### config.mk
export PLATFORM = sky130hd
export DESIGN_NAME = grn_floyd_ctrl_flat
export DESIGN_NICKNAME = d
export VERILOG_FILES = /design/src/rtl/grn_floyd_ctrl_if.sv /design/src/rtl/grn_floyd_ctrl.sv /design/src/flat_wrapper.sv
export SDC_FILE = /design/constraint.sdc
export NUM_CORES = 1
export LEC_CHECK = 0
export CORE_MARGIN = 1
export CORE_UTILIZATION = 50
export CTS_CLUSTER_DIAMETER = 80
export DETAILED_ROUTE_END_ITERATION = 6
export GPL_TIMING_DRIVEN = 0
export PLACE_DENSITY = 0.79
export SLEW_MARGIN = 25
export SYNTH_ARGS = -nofsm -noshare
export SYNTH_HDL_FRONTEND = slang
export SYNTH_SLANG_ARGS = --single-unit
### constraint.sdc
create_clock -name clk -period 3.6 [get_ports clk]
set_input_delay 0.72 -clock clk [delete_from_list [all_inputs] [get_ports clk]]
set_output_delay 0.72 -clock clk [all_outputs]
set_load 0.05 [all_outputs]
### src/rtl/grn_floyd_ctrl_if.sv
// Handshake bundle between the host/node array and the Floyd cycle-detection controller.
// The master side is the host plus node array; the slave side is the controller.
interface grn_floyd_ctrl_if #(
  parameter int N_NODES = 8,
  parameter int CNT_W   = 16
);
  logic               start;
  logic [N_NODES-1:0] init_in;
  logic [CNT_W-1:0]   max_steps;
  logic [N_NODES-1:0] s0_vec;
  logic [N_NODES-1:0] s1_vec;
  logic               reset_nos;
  logic [N_NODES-1:0] init_state;
  logic               start_s0;
  logic               start_s1;
  logic               busy;
  logic               done;
  logic               timeout;
  logic [CNT_W-1:0]   meet_steps;
  logic [CNT_W-1:0]   period;
  logic [N_NODES-1:0] attractor;

  modport master (
    output start, init_in, max_steps, s0_vec, s1_vec,
    input  reset_nos, init_state, start_s0, start_s1, busy, done, timeout,
           meet_steps, period, attractor
  );

  modport slave (
    input  start, init_in, max_steps, s0_vec, s1_vec,
    output reset_nos, init_state, start_s0, start_s1, busy, done, timeout,
           meet_steps, period, attractor
  );
endinterface

### src/rtl/grn_floyd_ctrl.sv
// Floyd tortoise/hare controller for one GRN node bank.
// It finds the attractor of the network trajectory and then measures its period.
module grn_floyd_ctrl #(
  parameter int N_NODES = 8,
  parameter int CNT_W   = 16
) (
  input logic            clk,
  input logic            rst,
  grn_floyd_ctrl_if.slave bus
);

  typedef enum logic [2:0] {IDLE, LOAD, RUN, PER, DONE} state_e;

  state_e             state_q, state_d;
  logic [N_NODES-1:0] init_state_q, init_state_d;
  logic [N_NODES-1:0] attractor_q, attractor_d;
  logic [CNT_W-1:0]   meet_steps_q, meet_steps_d;
  logic [CNT_W-1:0]   period_q, period_d;
  logic [CNT_W-1:0]   k_q, k_d;
  logic [CNT_W-1:0]   p_q, p_d;
  logic               done_q, done_d;
  logic               timeout_q, timeout_d;

  logic hit;
  logic match;
  logic accept;

  // The hare leads by exactly twice the tortoise's steps only on even k.
  assign hit   = (k_q >= CNT_W'(2)) && !k_q[0] && (bus.s0_vec == bus.s1_vec);
  assign match = (p_q != '0) && (bus.s1_vec == bus.s0_vec);
  // The first DONE cycle has done still low, so a start there is dropped.
  assign accept = bus.start && ((state_q == IDLE) || ((state_q == DONE) && done_q));

  always_ff @(posedge clk or negedge rst) begin
    if (!rst) begin
      state_q      <= IDLE;
      init_state_q <= '0;
      attractor_q  <= '0;
      meet_steps_q <= '0;
      period_q     <= '0;
      k_q          <= '0;
      p_q          <= '0;
      done_q       <= 1'b0;
      timeout_q    <= 1'b0;
    end else begin
      state_q      <= state_d;
      init_state_q <= init_state_d;
      attractor_q  <= attractor_d;
      meet_steps_q <= meet_steps_d;
      period_q     <= period_d;
      k_q          <= k_d;
      p_q          <= p_d;
      done_q       <= done_d;
      timeout_q    <= timeout_d;
    end
  end

  always_comb begin
    state_d      = state_q;
    init_state_d = init_state_q;
    attractor_d  = attractor_q;
    meet_steps_d = meet_steps_q;
    period_d     = period_q;
    k_d          = k_q;
    p_d          = p_q;
    done_d       = done_q;
    timeout_d    = timeout_q;

    if (accept) begin
      init_state_d = bus.init_in;
      done_d       = 1'b0;
      timeout_d    = 1'b0;
      state_d      = LOAD;
    end else begin
      unique case (state_q)
        IDLE: ;
        LOAD: begin
          k_d     = '0;
          state_d = RUN;
        end
        RUN: begin
          if (hit) begin
            meet_steps_d = k_q;
            attractor_d  = bus.s0_vec;
            p_d          = '0;
            state_d      = PER;
          end else if (k_q == bus.max_steps) begin
            timeout_d = 1'b1;
            period_d  = '0;
            state_d   = DONE;
          end else begin
            k_d = k_q + CNT_W'(1);
          end
        end
        PER: begin
          if (match) begin
            period_d = p_q;
            state_d  = DONE;
          end else if (p_q == bus.max_steps) begin
            timeout_d = 1'b1;
            period_d  = '0;
            state_d   = DONE;
          end else begin
            p_d = p_q + CNT_W'(1);
          end
        end
        DONE: done_d = 1'b1;
        default: state_d = IDLE;
      endcase
    end
  end

  // Step strobes are withheld in the detection cycle so the vectors stay frozen.
  always_comb begin
    bus.reset_nos = 1'b0;
    bus.start_s0  = 1'b0;
    bus.start_s1  = 1'b0;
    bus.busy      = 1'b0;
    unique case (state_q)
      LOAD: begin
        bus.reset_nos = 1'b1;
        bus.busy      = 1'b1;
      end
      RUN: begin
        bus.start_s0 = !hit;
        bus.start_s1 = !hit;
        bus.busy     = 1'b1;
      end
      PER: begin
        bus.start_s1 = !match;
        bus.busy     = 1'b1;
      end
      default: ;
    endcase
  end

  assign bus.init_state = init_state_q;
  assign bus.attractor  = attractor_q;
  assign bus.meet_steps = meet_steps_q;
  assign bus.period     = period_q;
  assign bus.done       = done_q;
  assign bus.timeout    = timeout_q;

endmodule

### src/flat_wrapper.sv
// flat-port wrapper written by rule: the top's interface ports become plain ports
module grn_floyd_ctrl_flat 
#(
  parameter int N_NODES = 8,
  parameter int CNT_W   = 16
)
  (clk, rst, bus_start, bus_init_in, bus_max_steps, bus_s0_vec, bus_s1_vec, bus_reset_nos, bus_init_state, bus_start_s0, bus_start_s1, bus_busy, bus_done, bus_timeout, bus_meet_steps, bus_period, bus_attractor);
  grn_floyd_ctrl_if #(.N_NODES(N_NODES), .CNT_W(CNT_W)) bus_i ();
  input logic clk;
  input logic rst;
  input wire logic [$bits(bus_i.start)-1:0] bus_start;
  input wire logic [$bits(bus_i.init_in)-1:0] bus_init_in;
  input wire logic [$bits(bus_i.max_steps)-1:0] bus_max_steps;
  input wire logic [$bits(bus_i.s0_vec)-1:0] bus_s0_vec;
  input wire logic [$bits(bus_i.s1_vec)-1:0] bus_s1_vec;
  output wire logic [$bits(bus_i.reset_nos)-1:0] bus_reset_nos;
  output wire logic [$bits(bus_i.init_state)-1:0] bus_init_state;
  output wire logic [$bits(bus_i.start_s0)-1:0] bus_start_s0;
  output wire logic [$bits(bus_i.start_s1)-1:0] bus_start_s1;
  output wire logic [$bits(bus_i.busy)-1:0] bus_busy;
  output wire logic [$bits(bus_i.done)-1:0] bus_done;
  output wire logic [$bits(bus_i.timeout)-1:0] bus_timeout;
  output wire logic [$bits(bus_i.meet_steps)-1:0] bus_meet_steps;
  output wire logic [$bits(bus_i.period)-1:0] bus_period;
  output wire logic [$bits(bus_i.attractor)-1:0] bus_attractor;
  assign bus_i.start = bus_start;
  assign bus_i.init_in = bus_init_in;
  assign bus_i.max_steps = bus_max_steps;
  assign bus_i.s0_vec = bus_s0_vec;
  assign bus_i.s1_vec = bus_s1_vec;
  assign bus_reset_nos = bus_i.reset_nos;
  assign bus_init_state = bus_i.init_state;
  assign bus_start_s0 = bus_i.start_s0;
  assign bus_start_s1 = bus_i.start_s1;
  assign bus_busy = bus_i.busy;
  assign bus_done = bus_i.done;
  assign bus_timeout = bus_i.timeout;
  assign bus_meet_steps = bus_i.meet_steps;
  assign bus_period = bus_i.period;
  assign bus_attractor = bus_i.attractor;
  grn_floyd_ctrl #(.N_NODES(N_NODES), .CNT_W(CNT_W)) u_core (.clk(clk), .rst(rst), .bus(bus_i));
endmodule
==> flow_summary.ini <==
[outcome]
outcome = complete, no violations

[clocking]
clk_pin_slew_ns = 0.09
worstSkewPairLatency_ns = 0.36
cts_sinks = 85
cts_tree = done
root_buffer = clkbuf_8
numCtsBuffers = 9
max-clock-path-buffers = 2
cts_hold_buf = 0
cts-htree-levels = 3
ctsResizeCount = 3
post_cts_buffers = 0

[drt]
via_count = 3885
first_iter_violations = 290
avgRoutedWirePerCell_um = 17.6
totalWireLength_um = 11900
vias_per_cell = 5.75
antenna_left = 0
drc_errors = 0
dr.pass1.iters = 4

[final_layout]
antenna-diode-count = 0
drive_above_1_share = 0.109
instances_no_fill = 676
nets = 611
multi_input_area_um2 = 2140
syn2layout_area_growth_pct = 28.9
ff_latch_area_um2 = 2130
fill_cells = 738
finish.utilization = 0.664

[synthesis]
synth_nets = 503
yosysWarnings = 0
synthTopCellsByArea = dfrtp_1 (48%), nand2_1 (7.9%), xor2_1 (6.5%), a22o_1 (3.1%), a21oi_1 (2.1%)
netlist_area_um2 = 4470
synthFlopType = dfrtp_1
synth_cell_type_count = 49
synth-edff-count = 0
synth_common_cells = nand2_1 (94), dfrtp_1 (85), xor2_1 (33)
synth_top_cell_by_area = dfrtp_1
synth_area_per_cell_um2 = 9.80
ys_ff_latch = 85
postSynth.asyncResetShare = 1.00
yosysMostFrequentCell = nand2_1
synth_top_area_frac = 0.476
yosysSeqAreaShare = 0.476
postSynthCellCount = 456

[die]
dieArea_um2 = 9320
io_pins = 97
design.core.area_um2 = 8680
initial_utilization = 0.515
rows = 34
fp.dieH_um = 96.5
die_width_um = 96.5

[place]
io_buffers = 96
gp_congestion = 0.881
dp_hpwl_um = 8710
placed_cells = 661

[sta]
max_freq_mhz = 295
hold_viol_final = 0
tns_ns = 0
slew_violations = 0
finClkSkew_ns = 0.0136
slew_headroom = 0.648
min_period_ns = 3.40
setup_viol = 0
rsz0062_at_grt = no
worst_slew_pin_slew_ns = 0.526
min_period_over_period = 0.943

[pwr]
power.density_nw_per_um2 = 568
p_leak_uw = 0.00266
vdd_drop_max_mv = 0.404

[hold_path]
hold_class = in2async

[worst_setup_path]
endpoint_kind = output pin
crit_type = reg2out
critPathLaunchType = register
worstPathArrival_ns = 2.68
cp.required_ns = 2.88
cp_max_fo = 7

[global_route]
antenna_found_initial = 0
grt_pass1_vias = 3864
grt_overflow = 0
grt_max_degree = 50
track_usage = 0.275
grt_first_pass_wirelength_um = 19100

[flow_run]
max-cap-violations = 0
path summary, 6_finish.rpt:
check,to,depth (start not counted),slack (ns),from
max in group asynchronous,u_core.bus.attractor[2],2,2.68,rst
hold reg to reg,u_core.bus.meet_steps[6],2,0.49,u_core.bus.meet_steps[6]
setup / recovery,bus_start_s0,7,0.20,u_core.k_q[0]
setup reg to reg,u_core.p_q[2],9,1.16,u_core.k_q[0]
min in group clk,u_core.bus.meet_steps[6],2,0.49,u_core.bus.meet_steps[6]
hold / removal,u_core.bus.period[10],1,0.31,rst
registers in the layout (all words and copies together), names as in the netlist:
register / cells
u_core.bus.meet_steps: 16
u_core.bus.period: 16
u_core.k_q: 16
u_core.p_q: 16
u_core.bus.attractor: 8
u_core.bus.init_state: 8
u_core.state_q: 3
u_core.bus.done: 1
u_core.bus.timeout: 1
metrics by stage:
stage          power [uW]  hold WS (ns)  setup slack (ns)  instance area, um2
3_5_place_dp         2630         0.464            -0.170                5590
5_1_grt              3420         0.341           0.00412                5760
3_3_place_gp         2580         0.458             -1.22                5570
4_1_cts              3280         0.319             0.107                5770
2_1_floorplan        2160         0.424             0.481                4470
6_report             3270         0.313             0.205                5760
layer usage:
| layer | GRT usage | part of all wire | vias to the layer above |
|---|---|---|---|
| met5 | 0 | 0 | - |
| met1 | 0.357 | 0.43 | 1870 |
| met4 | 0.119 | 0.021 | 0 |
| li1 | - | - | 1826 |
| met3 | 0.0540 | 0.073 | 27 |
| met2 | 0.447 | 0.48 | 162 |
logic make-up (layout without fill, tap and decap cells):
| family | count (synthesis) | count (layout) | share of synthesized area |
|---|---|---|---|
| and+or+nand+nor | 201 | 201 | 0.234 |
| DFF | 85 | 85 | 0.476 |
| AOI/OAI and AO/OA | 72 | 72 | 0.114 |
| xor gates and xnor gates | 43 | 43 | 0.0843 |
| buffers and inverters | 36 | 148 | 0.0442 |
| muxes | 15 | 15 | 0.0358 |
| adders and majority gates | 4 | 4 | 0.0112 |
final cells by class:
cell class	instances	area share
inverters	10	0.00652
plain buffers	26	0.0278
multi-input cells	335	0.372
well taps	108	0.0235
flip-flops and latches	85	0.369
clock buffers	11	0.0228
clock inverters	4	0.00869
repair buffers	97	0.169
worst max-delay path: stages (launching register included):
cell	delay, ns
dfrtp_1	0.49
inv_1	0.07
ha_1	0.20
nor4_1	0.28
a41o_1	0.29
nor3_1	0.09
nor2_1	0.29
dlygate4sd2_1	0.61
layout by cell type (no fill, tap or decap), types with 10 or more instances in the layout:
master           synthesis  routed
a21oi_1                 19      19
a22o_1                  16      16
buf_2                   13      13
clkdlybuf4s50_1          0      92
dfrtp_1                 85      85
inv_1                   10      10
nand2_1                 94      94
nand3_1                 11      11
nand4_1                 11      11
nor2_1                  12      12
nor4_1                  14      14
or4_1                   10      10
xnor2_1                 10      10
xor2_1                  33      33
power by group:
part | switching, uW | internal [uW] | total (uW) | leakage [uW]
Sequential | 156 | 1090 | 1240 | 0.00115
Combinational | 855 | 505 | 1360 | 0.00142
Clock | 351 | 317 | 668 | 0.0000854
No activity file was read; power rests on OpenSTA's default activity.
